### src/rtl/forw_ctrl.sv
// forw_ctrl: forwarding / load-use hazard controller for the integer pipeline.
// Tracks destination tags of the instructions in EX, MEM and WB and, for the
// instruction leaving ID, registers the operand forwarding selects it will
// use in EX. Detects load-use hazards (one-cycle stall with bubble insertion)
// and counts stall cycles with saturation.
//
// Ports:
//   clk, reset                 clock, synchronous active-high reset
//   id_valid                   ID holds a real instruction
//   id_rs, id_rt               ID source register indices
//   id_uses_rs, id_uses_rt     ID instruction reads rs / rt
//   id_rd, id_regwrite         ID destination and write enable
//   id_memread                 ID instruction is a load
//   flush                      kill the ID instruction
//   sel_rs, sel_rt             registered forwarding selects for EX
//                              (00 bank, 01 EX, 10 MEM, 11 WB producer)
//   stall                      combinational stall request (hold PC, IF/ID)
//   stall_cnt                  saturating stall-cycle counter
module forw_ctrl #(
  parameter int REGBITS = 5,
  parameter int SELBITS = 2,
  parameter int CNTBITS = 16
) (
  input  logic               clk,
  input  logic               reset,
  input  logic               id_valid,
  input  logic [REGBITS-1:0] id_rs,
  input  logic [REGBITS-1:0] id_rt,
  input  logic               id_uses_rs,
  input  logic               id_uses_rt,
  input  logic [REGBITS-1:0] id_rd,
  input  logic               id_regwrite,
  input  logic               id_memread,
  input  logic               flush,
  output logic [SELBITS-1:0] sel_rs,
  output logic [SELBITS-1:0] sel_rt,
  output logic               stall,
  output logic [CNTBITS-1:0] stall_cnt
);

  typedef struct packed {
    logic               valid;
    logic [REGBITS-1:0] rd;
    logic               regwrite;
    logic               memread;
  } tag_t;

  tag_t tex, tmem, twb;

  logic               load_ex;
  logic [SELBITS-1:0] nxt_rs, nxt_rt;

  function automatic logic hit(tag_t t, logic [REGBITS-1:0] s);
    return t.valid & t.regwrite & (t.rd == s) & (s != '0);
  endfunction

  // Nearest producer wins: EX before MEM before WB.
  function automatic logic [SELBITS-1:0] pick(tag_t e, tag_t m, tag_t w,
                                              logic used,
                                              logic [REGBITS-1:0] s);
    if (!used)        return '0;
    if (hit(e, s))    return SELBITS'(1);
    if (hit(m, s))    return SELBITS'(2);
    if (hit(w, s))    return SELBITS'(3);
    return '0;
  endfunction

  // Stall is gated by reset so stale tags cannot request a stall while the
  // pipeline is being cleared.
  always_comb begin
    stall = ~reset & id_valid & ~flush & tex.valid & tex.memread &
            tex.regwrite & (tex.rd != '0) &
            ((id_uses_rs & (id_rs == tex.rd)) |
             (id_uses_rt & (id_rt == tex.rd)));
    load_ex = id_valid & ~flush & ~stall;
    nxt_rs  = pick(tex, tmem, twb, id_uses_rs, id_rs);
    nxt_rt  = pick(tex, tmem, twb, id_uses_rt, id_rt);
  end

  always_ff @(posedge clk) begin
    if (reset) begin
      tex       <= '0;
      tmem      <= '0;
      twb       <= '0;
      sel_rs    <= '0;
      sel_rt    <= '0;
      stall_cnt <= '0;
    end else begin
      twb  <= tmem;
      tmem <= tex;
      if (load_ex) begin
        tex    <= '{valid: 1'b1, rd: id_rd, regwrite: id_regwrite,
                    memread: id_memread};
        sel_rs <= nxt_rs;
        sel_rt <= nxt_rt;
      end else begin
        // Bubble: nothing to forward to, selects point at the bank.
        tex    <= '0;
        sel_rs <= '0;
        sel_rt <= '0;
      end
      if (stall && (stall_cnt != '1))
        stall_cnt <= stall_cnt + 1'b1;
    end
  end

endmodule

### config.mk
export PLATFORM = sky130hd
export DESIGN_NAME = forw_ctrl
export DESIGN_NICKNAME = d
export VERILOG_FILES = /design/src/rtl/forw_ctrl.sv
export SDC_FILE = /design/constraint.sdc
export NUM_CORES = 1
export LEC_CHECK = 0
export CORE_ASPECT_RATIO = 1.2
export CORE_MARGIN = 5
export CORE_UTILIZATION = 40
export CTS_BUF_LIST = sky130_fd_sc_hd__clkbuf_2
export CTS_CLUSTER_SIZE = 14
export DETAILED_ROUTE_END_ITERATION = 10
export DONT_BUFFER_PORTS = 1
export PLACE_DENSITY = 0.61
export SLEW_MARGIN = 10
export SYNTH_ARGS = -nofsm -noshare
export SYNTH_HDL_FRONTEND = slang
export SYNTH_SLANG_ARGS = --single-unit
### constraint.sdc
create_clock -name clk -period 4.86 [get_ports clk]
set_clock_uncertainty 0.05 [all_clocks]
set_input_delay 0.972 -clock clk [delete_from_list [all_inputs] [get_ports clk]]
set_output_delay 0.972 -clock clk [all_outputs]
set_load 0.02 [all_outputs]
Word level (Yosys, flattened, before mapping)

Cells that the tools add are included.

Register bits after elaboration: 42
Bits of input ports: 23
Output and inout bits: 21
Logic and storage cells: 94

Add/sub/neg operators: 1
Equal/unequal tests: 9
Multiplexer cells: 35
Bitwise operators: 31
Reduce and logical (&&, ||, !) cells: 5

Operators by type and width:

| kind                                                             | number |
|---|---|
| 5-bit == test                                                    | 8 |
| 2-bit two-way mux                                                | 16 |
| 1-bit bitwise AND                                                | 26 |
| 1-bit two-way mux                                                | 18 |
| 16-bit by 1-bit adder with 16-bit output (second input constant) | 1 |
| 16-bit != test (second input constant)                           | 1 |
| 5-bit nonzero test                                               | 3 |
| 8-bit two-way mux                                                | 1 |
| 1-bit NOT                                                        | 4 |
| 2-bit OR reduction                                               | 1 |
| 1-bit logical AND                                                | 1 |
| 1-bit OR                                                         | 1 |

Logic depth before layout (Yosys ltp)

Gate-level depths: netlist of run 1.

Depth after elaboration: 14
Depth in mapped cells: 7
Gate-level depth less buffers: 6

Worst setup path before layout of run 1

Ideal clock, no wire load.

Kind: input port to output port
From: in id_rt[3]
To: out stall
Data arrival time: 2.031 ns
Required time: 3.838 ns
Setup slack: 1.807 ns
Stages: 4
Path buffers: 0
Cells stage by stage: xnor2_1 > nand3_1 > o32ai_1 > and2_1

Longest elaborated chain between the ends: 4

RTL lines:

| item               | RTL line | text |
|---|---|---|
| start: declaration | 28       | `input logic [REGBITS-1:0] id_rt,` |
| 5-bit == test      | 74       | `(id_uses_rt & (id_rt == tex.rd)));` |
| 1-bit bitwise AND  | 74       |  |
| 1-bit OR           | 73       | `((id_uses_rs & (id_rs == tex.rd)) \|` |
| 1-bit bitwise AND  | 72       | `tex.regwrite & (tex.rd != '0) &` |
| end: declaration   | 37       | `output logic stall,` |

No other way between the ends.

Worst setup path after layout of run 1

From: in id_rt[1]
To: out stall

The elaborated chain is that of the path after synthesis.

==> results of run 1 <==
report_power, final:
part | leakage (nW) | total (mW) | internal, mW | switching (mW)
combinational | 0.338 | 0.0291 | 0.0165 | 0.0126
sequential | 0.339 | 0.352 | 0.349 | 0.00323
clock | 0.0264 | 0.144 | 0.0329 | 0.112
cells in the mapped netlist (2+ instances only):
library cell | count | share of area, %
and3_1 | 5 | 1.5
or3_1 | 2 | 0.60
and2_1 | 10 | 3.0
o21ai_0 | 4 | 0.96
dfxtp_1 | 42 | 40
or4_1 | 13 | 4.7
and4_1 | 3 | 1.3
nor4_1 | 3 | 0.90
nor2b_1 | 17 | 5.1
mux2_1 | 3 | 1.6
buf_2 | 2 | 0.48
nor3_1 | 6 | 1.4
nand3_1 | 8 | 1.9
o211a_1 | 2 | 0.96
nand2_1 | 11 | 2.0
clkbuf_1 | 3 | 0.54
nand4_1 | 9 | 2.7
a21oi_1 | 11 | 2.6
nor2_1 | 7 | 1.3
inv_1 | 3 | 0.54
xnor2_1 | 28 | 12
buf_6 | 3 | 1.6
xor2_1 | 2 | 0.84
o31ai_1 | 7 | 2.5
logic make-up (layout without fill, tap and decap cells):
group	after synthesis	in the layout
adder cells (fa/ha/maj)	1	1
buffers and inverters	12	11
flip-flops	42	42
XOR/XNOR	30	30
multiplexers	3	3
AND/OR/NAND/NOR	101	101
AO/OA/AOI/OAI	33	33
registers in the layout, summed over array words and instances (netlist names):
register and count:
sel_rs 2, twb 7, sel_rt 2, tmem 7
stall_cnt 16, tex 8
cell type report:
type / instances / area (um2)
clock buffer: 5 / 25.02
clock inverter: 3 / 16.27
fill: 505 / 2868
inverter: 3 / 11.26
multi-input combinational: 168 / 1174
sequential: 42 / 840.8
tap: 60 / 75.07
through the flow:
step / total power [mW] / hold slack (ns) / instance area (um2) / util (%) / setup slack [ns]
floorplan: 0.3870 / 0.4018 / 2085 / - / 1.807
global placement: 0.3876 / 0.4083 / 2101 / 41.93 / 1.611
detailed placement: 0.3880 / 0.4116 / 2101 / 41.93 / 1.570
CTS: 0.5350 / 0.4361 / 2142 / 42.76 / 1.560
global route: 0.5577 / 0.4584 / 2142 / 42.76 / 1.407
finish: 0.5255 / 0.4333 / 2142 / 42.76 / 1.566
routing by layer:
metal  global-route usage (%)  up-vias
met4                    5.825        0
met5                        0        -
li1                         -      803
met1                    14.71      763
met2                    24.45       51
met3                    6.048        9
worst register-to-register path, stage by stage, from the launching register on:
cell     delay (ns)
dfxtp_1        0.59
and4_1         0.36
and2_1         0.24
nand4_1        0.21
or4_1          0.52
a21oi_1        0.15
worst max-delay path by stage:
| stage | from | to | slack [ns] | cells past startpoint |
|---|---|---|---|---|
| floorplan | id_rt[3] | stall | 1.81 | 4 |
| global placement | id_rt[1] | stall | 1.61 | 4 |
| detailed placement | id_rt[1] | stall | 1.57 | 4 |
| CTS | id_rt[1] | stall | 1.56 | 4 |
| global route | id_rt[3] | stall | 1.41 | 4 |
| finish | id_rt[1] | stall | 1.57 | 4 |
==> flow_summary.yaml, run 1 <==
yosys:
  synth-warning-count: 0
  synthMuxAreaShare_pct: 1.621
  synth_compound_area_share_pct: 11.76
  syn-num-nets: 246
  synth_simple_gate_area_share_pct: 29.71
  avgSynthCellArea_um2: 9.390
  synth_adder_area_share_pct: 0.6002
  synthCells: 222
  synth_top_family_by_area: "simple AND/OR/NAND/NOR gates"
  synth-edff-count: 0
  synth-seq-cells: 42
  async_flop_share_pct: 0
  syn_area_um2: 2084
  synthFlopType: "dfxtp_1"
  yosysSeqAreaShare_pct: 40.34
  synth-xor-area-share_pct: 12.61
  synth.distinct_cells: 42
worst_hold_path:
  min_from: "tex[7]$_SDFF_PP0_"
  hold_path.class: "register to register"
  min_path_cells: 1
  min_to: "tmem[7]$_SDFF_PP0_"
route:
  highest_layer: "met4"
  drc: 0
  wl_met1_um: 1778
  wl_um: 4488
  drt_iter0_markers: 45
  vias: 1626
  wl_per_cell_um: 15.97
  wl_met3_um: 332
  antenna_left: 0
  drt_first_pass_iters: 4
  route.met2.wl_um: 2279
  viasPerCell: 5.786
setup_path:
  r2r_setup_slack_ns: 2.69
  path_class: "input pin to output pin"
  critical_path.max_stage_delay_ns: 0.66
  timing.critical_path.fanout_max: 5
  arrival_ns: 2.27
  reg2reg_depth: 5
  r2r-end: "stall_cnt[13]$_SDFFE_PP0P_"
  r2r_start: "stall_cnt[3]$_SDFFE_PP0P_"
  cp_top_family: "compound AO/OA/AOI/OAI gates"
  slowest_stage: "o32ai_1"
  crit_path_cell_trace: "xnor2_1 -> nand3_1 -> o32ai_1 -> and2_1"
  crit_required_ns: 3.84
  path_buf_inv: 0
  critPathLaunchType: "input pin"
  end_kind: "output pin"
timing:
  tightest_slew_ns: 0.7016
  fmax_mhz: 303.6
  finalSetupTns_ns: 0
  setup_viol: 0
  hold_violations: 0
  max_slew_margin_pct: 53.08
  rsz0062_at_grt: "false"
  maxSlewViolCount: 0
  period_needed_ns: 3.294
  period_share_pct: 67.78
flow_run:
  maxCapViolCount: 0
placed_design:
  dp_cells: 273
  hpwl_um: 3431
  port_buffers: 0
  gp_congestion: 0.8870
cells_and_area:
  layout_commonest_cell: "dfxtp_1"
  final_cell_mix: "dfxtp_1 (42), xnor2_1 (28), nor2b_1 (17)"
  n_antenna_cell: 0
  final_cells: 281
  nNetsFinal: 244
  syn_to_final_growth_pct: 2.761
  drive_above_1_share_pct: 6.335
floorplanning:
  die_x_um: 75.90
  start_util_pct: 41.61
  dieHeight_um: 89.08
  core.rowCount: 28
  num_io_pins: 44
  core-area_um2: 5010
  dieArea_um2: 6761
grt:
  grt_pass1_wl_um: 7541
  grtUsageTotal_pct: 13.93
  grt_overflow: 0
  grt_max_degree: 35
  first_global_vias: 1553
  antenna_found_initial: 0
clock_network:
  cts_setup_buffers: 0
  cts_hold_buf: 0
  clk_pin_slew_ns: 0.21
  insertion_delay_ns: 0.40
  clockBufferDepth: 2
  clock-sinks: 42
  cts_resized: 0
  cts.htree.levels: 2
  root_buffer: "clkbuf_2"
  tritoncts: "yes"
  numCtsBuffers: 5
power_and_ir_drop:
  p_per_area_nw_per_um2: 245.3
  ir_drop_v: 0.0001385
  power.leakage_nw: 0.7040
outcome:
  status: "complete, no violations"
Note: power is estimated with default switching activity, not from simulation.
==> run 2: changes to the inputs <==
Settings changed: PLACE_DENSITY 0.61 to 0.63.
Clock period 4.86 ns to 3 ns, I/O delays scaled along.
==> run 2 against run 1 <==
Against the previous run: cell count is 0.36% higher; worst hold slack worse by 0.26 ns; routed wire length is 0.82% lower; sequential share of layout area is 0.61 points lower; critical path depth is 1 lower; register-to-register slack worse by 1.9 ns; combinational power is 62% higher; non-clock buffer count is 1 higher; utilization is 0.67 points higher; total power is 80% higher; via count is 1.7% lower; critical path type is now register to output pin; largest power group unchanged.
==> flow_summary.yaml, run 2 (synthesized netlist as in run 1, its figures left out) <==
floorplanning:
  start_util_pct: 41.61
  dieArea_um2: 6761
  core.rowCount: 28
  core-area_um2: 5010
  num_io_pins: 44
  die_x_um: 75.90
  dieHeight_um: 89.08
timing:
  holdWs_ns: 0.1755
  maxSlewViolCount: 0
  fmax_mhz: 376.8
  rsz0062_at_grt: "false"
  hold_violations: 0
  setup_viol: 0
  finalSetupTns_ns: 0
  max_slew_margin_pct: 72.56
  tightest_slew_ns: 0.4092
  layout_setup_ws_ns: 0.3460
  period_share_pct: 88.47
  period_needed_ns: 2.654
grt:
  first_global_vias: 1477
  met1_usage_pct: 14.68
  grt_pass1_wl_um: 7314
  grt_overflow: 0
  grt.busiest_layer: "met2"
  grtUsageTotal_pct: 13.73
  use_met3_pct: 6.048
  grt_max_degree: 35
  antenna_found_initial: 0
  met2_usage_pct: 23.60
route:
  wl_per_cell_um: 15.78
  viasPerCell: 5.670
  drc: 0
  antenna_left: 0
  vias: 1599
  drt_first_pass_iters: 4
  wl_um: 4451
  drt_iter0_markers: 74
placed_design:
  port_buffers: 0
  gp_congestion: 0.9089
  hpwl_um: 3442
  dp_slack_ns: 0.7069
clock_network:
  clock-sinks: 42
  cts_resized: 0
  cts_hold_buf: 0
  clockBufferDepth: 2
  numCtsBuffers: 5
  insertion_delay_ns: 0.39
  tritoncts: "yes"
  root_buffer: "clkbuf_2"
  cts_setup_buffers: 0
  clk_pin_slew_ns: 0.21
  cts.htree.levels: 2
flow_run:
  maxCapViolCount: 0
cells_and_area:
  n_antenna_cell: 0
  largest-register: "stall_cnt"
  layout_commonest_cell: "dfxtp_1"
  nNetsFinal: 245
  drive_above_1_share_pct: 7.207
  multiInputGateArea_um2: 1174
  seqCellArea_um2: 840.8
  final_cell_mix: "dfxtp_1 (42), xnor2_1 (28), nor2b_1 (17)"
  largest_reg_flops: 16
  reg_top3: "stall_cnt (16), tex (8)"
  syn_to_final_growth_pct: 4.382
  nFillCells: 513
setup_path:
  end_kind: "output pin"
  path_class: "register to output pin"
  arrival_ns: 2.00
  timing.critical_path.fanout_max: 11
  critPathLaunchType: "register"
  crit_required_ns: 2.35
power_and_ir_drop:
  ir_drop_v: 0.0003000
  p_per_area_nw_per_um2: 434.0
  power.total_mw: 0.9443
  power.leakage_nw: 0.7222
outcome:
  status: "complete, no violations"
worst_hold_path:
  hold_path.class: "input pin to register"
==> run 2: cell types whose count changed in the layout (fill, tap and decap cells not counted), sizes merged <==
cell and change:
clkinv -2, bufinv +1, clkbuf +1, buf +1
==> run 2: report_power, final <==
part / internal, mW / leakage (nW) / total (mW) / switching [mW]
clock: 0.144 / 0.0392 / 0.327 / 0.183
sequential: 0.565 / 0.339 / 0.570 / 0.00513
combinational: 0.0272 / 0.344 / 0.0472 / 0.0200
total: 0.736 / 0.722 / 0.944 / 0.208
==> run 2: critical path, cell delays in order, from the launching register on <==
cell and delay (ns):
dfxtp_1 0.39, or4_1 0.55, o211a_1 0.37, and2_1 0.29
==> run 2: stage by stage <==
| step | util (%) | instance area (um2) | std cells |
|---|---|---|---|
| floorplan | - | 2085 | 222 |
| global placement | 42.08 | 2108 | 274 |
| detailed placement | 42.08 | 2108 | 274 |
| CTS | 43.43 | 2176 | 282 |
| global route | 43.43 | 2176 | 282 |
| finish | 43.43 | 2176 | 282 |
==> run 2: final cells by class <==
type | count | area share (%)
clock buffer | 6 | 1.380
clock inverter | 2 | 1.725
inverter | 3 | 0.5175
multi-input combinational | 168 | 53.94
sequential | 42 | 38.64
tap | 60 | 3.450
timing repair buffer | 1 | 0.3450
==> run 2: path summary, 6_finish.rpt <==
path,to,slack [ns],startpoint,cells after the start
worst max-delay path,stall,0.35,tex[3]$_SDFF_PP0_,3
worst min-delay path,stall_cnt[3]$_SDFFE_PP0P_,0.18,reset,1
worst min register to register,tmem[7]$_SDFF_PP0_,0.44,tex[7]$_SDFF_PP0_,1
worst max register to register,stall_cnt[4]$_SDFFE_PP0P_,0.83,stall_cnt[0]$_SDFFE_PP0P_,6
==> run 2: metal layers <==
| metal | part of all wire (%) | up-vias |
|---|---|---|
| li1 | - | 804 |
| met1 | 39 | 740 |
| met2 | 50 | 45 |
| met3 | 8.2 | 10 |
| met4 | 2.7 | 0 |
| met5 | 0 | - |
==> run 3: changes to the inputs <==
Settings changed: MAX_ROUTING_LAYER set to met4.
==> run 3 against run 2 <==
Against the previous run: flip-flop and latch count unchanged; first-iteration DRC count decreased by 12%; clock power about the same; critical path depth is the same; setup slack better by 0.0037 ns; utilization unchanged; die area unchanged.
==> flow_summary.yaml, run 3 (synthesized netlist as in run 1, its figures left out) <==
timing:
  tightest_slew_ns: 0.4113
  fmax_mhz: 377.3
  layout_setup_ws_ns: 0.3496
  period_share_pct: 88.35
  period_needed_ns: 2.650
  hold_violations: 0
  setup_viol: 0
  max_slew_margin_pct: 72.42
  maxSlewViolCount: 0
  rsz0062_at_grt: "false"
  finalSetupTns_ns: 0
setup_path:
  r2r_start: "stall_cnt[0]$_SDFFE_PP0P_"
  path_buf_inv: 0
  slowest_stage: "or4_1"
  crit_path_start: "tex[3]$_SDFF_PP0_"
  reg2reg_depth: 6
  critical_path.max_stage_delay_ns: 0.55
  crit_path_cell_trace: "or4_1 -> o211a_1 -> and2_1"
  arrival_ns: 2.00
  cp_top_family: "simple AND/OR/NAND/NOR gates"
  critPathLaunchType: "register"
  r2r-end: "stall_cnt[4]$_SDFFE_PP0P_"
  r2r_setup_slack_ns: 0.83
  end_kind: "output pin"
  path_class: "register to output pin"
  crit_required_ns: 2.35
  timing.critical_path.fanout_max: 11
clock_network:
  clk_pin_slew_ns: 0.22
  tritoncts: "yes"
  cts_setup_buffers: 0
  clock-sinks: 42
  root_buffer: "clkbuf_2"
  cts_hold_buf: 0
  insertion_delay_ns: 0.39
  clockBufferDepth: 2
  cts.htree.levels: 2
  numCtsBuffers: 5
  cts_resized: 0
cells_and_area:
  nFillCells: 513
  seqCellArea_um2: 840.8
  final_cell_mix: "dfxtp_1 (42), xnor2_1 (28), nor2b_1 (17)"
  syn_to_final_growth_pct: 4.382
  final_cells: 282
  largest-register: "stall_cnt"
  largest_reg_flops: 16
  reg_top3: "stall_cnt (16), tex (8)"
  drive_above_1_share_pct: 7.207
  final_area_um2: 2176
  layout_commonest_cell: "dfxtp_1"
  nNetsFinal: 245
  n_antenna_cell: 0
  multiInputGateArea_um2: 1174
grt:
  grt_pass1_wl_um: 7327
  grt_overflow: 0
  grtUsageTotal_pct: 14.17
  grt_max_degree: 35
  antenna_found_initial: 0
  first_global_vias: 1474
power_and_ir_drop:
  p_per_area_nw_per_um2: 434.4
  power.leakage_nw: 0.7222
  ir_drop_v: 0.0003000
  power.total_mw: 0.9453
placed_design:
  dp_slack_ns: 0.7069
  port_buffers: 0
  placed_cell_area_um2: 2108
  hpwl_um: 3442
  dp_cells: 274
  gp_congestion: 0.9246
floorplanning:
  dieHeight_um: 89.08
  core-area_um2: 5010
  dieArea_um2: 6761
  die_x_um: 75.90
  core.rowCount: 28
  start_util_pct: 41.61
  num_io_pins: 44
route:
  viasPerCell: 5.709
  drc: 0
  drt_first_pass_iters: 4
  wl_um: 4470
  antenna_left: 0
  wl_per_cell_um: 15.85
  vias: 1610
  drt_iter0_markers: 65
flow_run:
  maxCapViolCount: 0
worst_hold_path:
  hold_path.class: "input pin to register"
  min_from: "reset"
  min_to: "stall_cnt[3]$_SDFFE_PP0P_"
  min_path_cells: 1
outcome:
  status: "complete, no violations"
==> run 3: worst max-delay path by stage <==
stage / endpoint / depth (start not counted) / slack, ns
floorplan: stall / 4 / 0.69
global placement: stall_cnt[6]$_SDFFE_PP0P_ / 5 / 0.74
detailed placement: stall_cnt[4]$_SDFFE_PP0P_ / 5 / 0.71
CTS: stall / 3 / 0.32
global route: stall / 3 / 0.20
finish: stall / 3 / 0.35
==> run 3: power breakdown <==
| part | leakage [nW] | internal (mW) | switching (mW) |
|---|---|---|---|
| Sequential | 0.339 | 0.565 | 0.00515 |
| Clock | 0.0392 | 0.144 | 0.184 |
| Combinational | 0.344 | 0.0272 | 0.0200 |
| Total | 0.722 | 0.736 | 0.209 |
==> run 3: final cells by class <==
type	count	area share [%]
clock buffer	6	1.380
clock inverter	2	1.725
inverter	3	0.5175
multi-input combinational	168	53.94
sequential	42	38.64
tap	60	3.450
timing repair buffer	1	0.3450
==> run 3: metal layers <==
| metal | track usage [%] | up-vias | part of all wire (%) |
|---|---|---|---|
| li1 | - | 805 | - |
| met1 | 14.74 | 745 | 39 |
| met2 | 23.75 | 50 | 50 |
| met3 | 5.847 | 10 | 7.8 |
| met4 | 6.149 | 0 | 2.6 |
| met5 | - | - | 0 |
==> run 3: stage by stage <==
step,hold WS [ns],utilization [%]
after floorplan,0.4018,-
after global placement,0.4111,42.08
after detailed placement,0.4153,42.08
after CTS,0.1391,43.43
after global routing,0.1065,43.43
final,0.1667,43.43
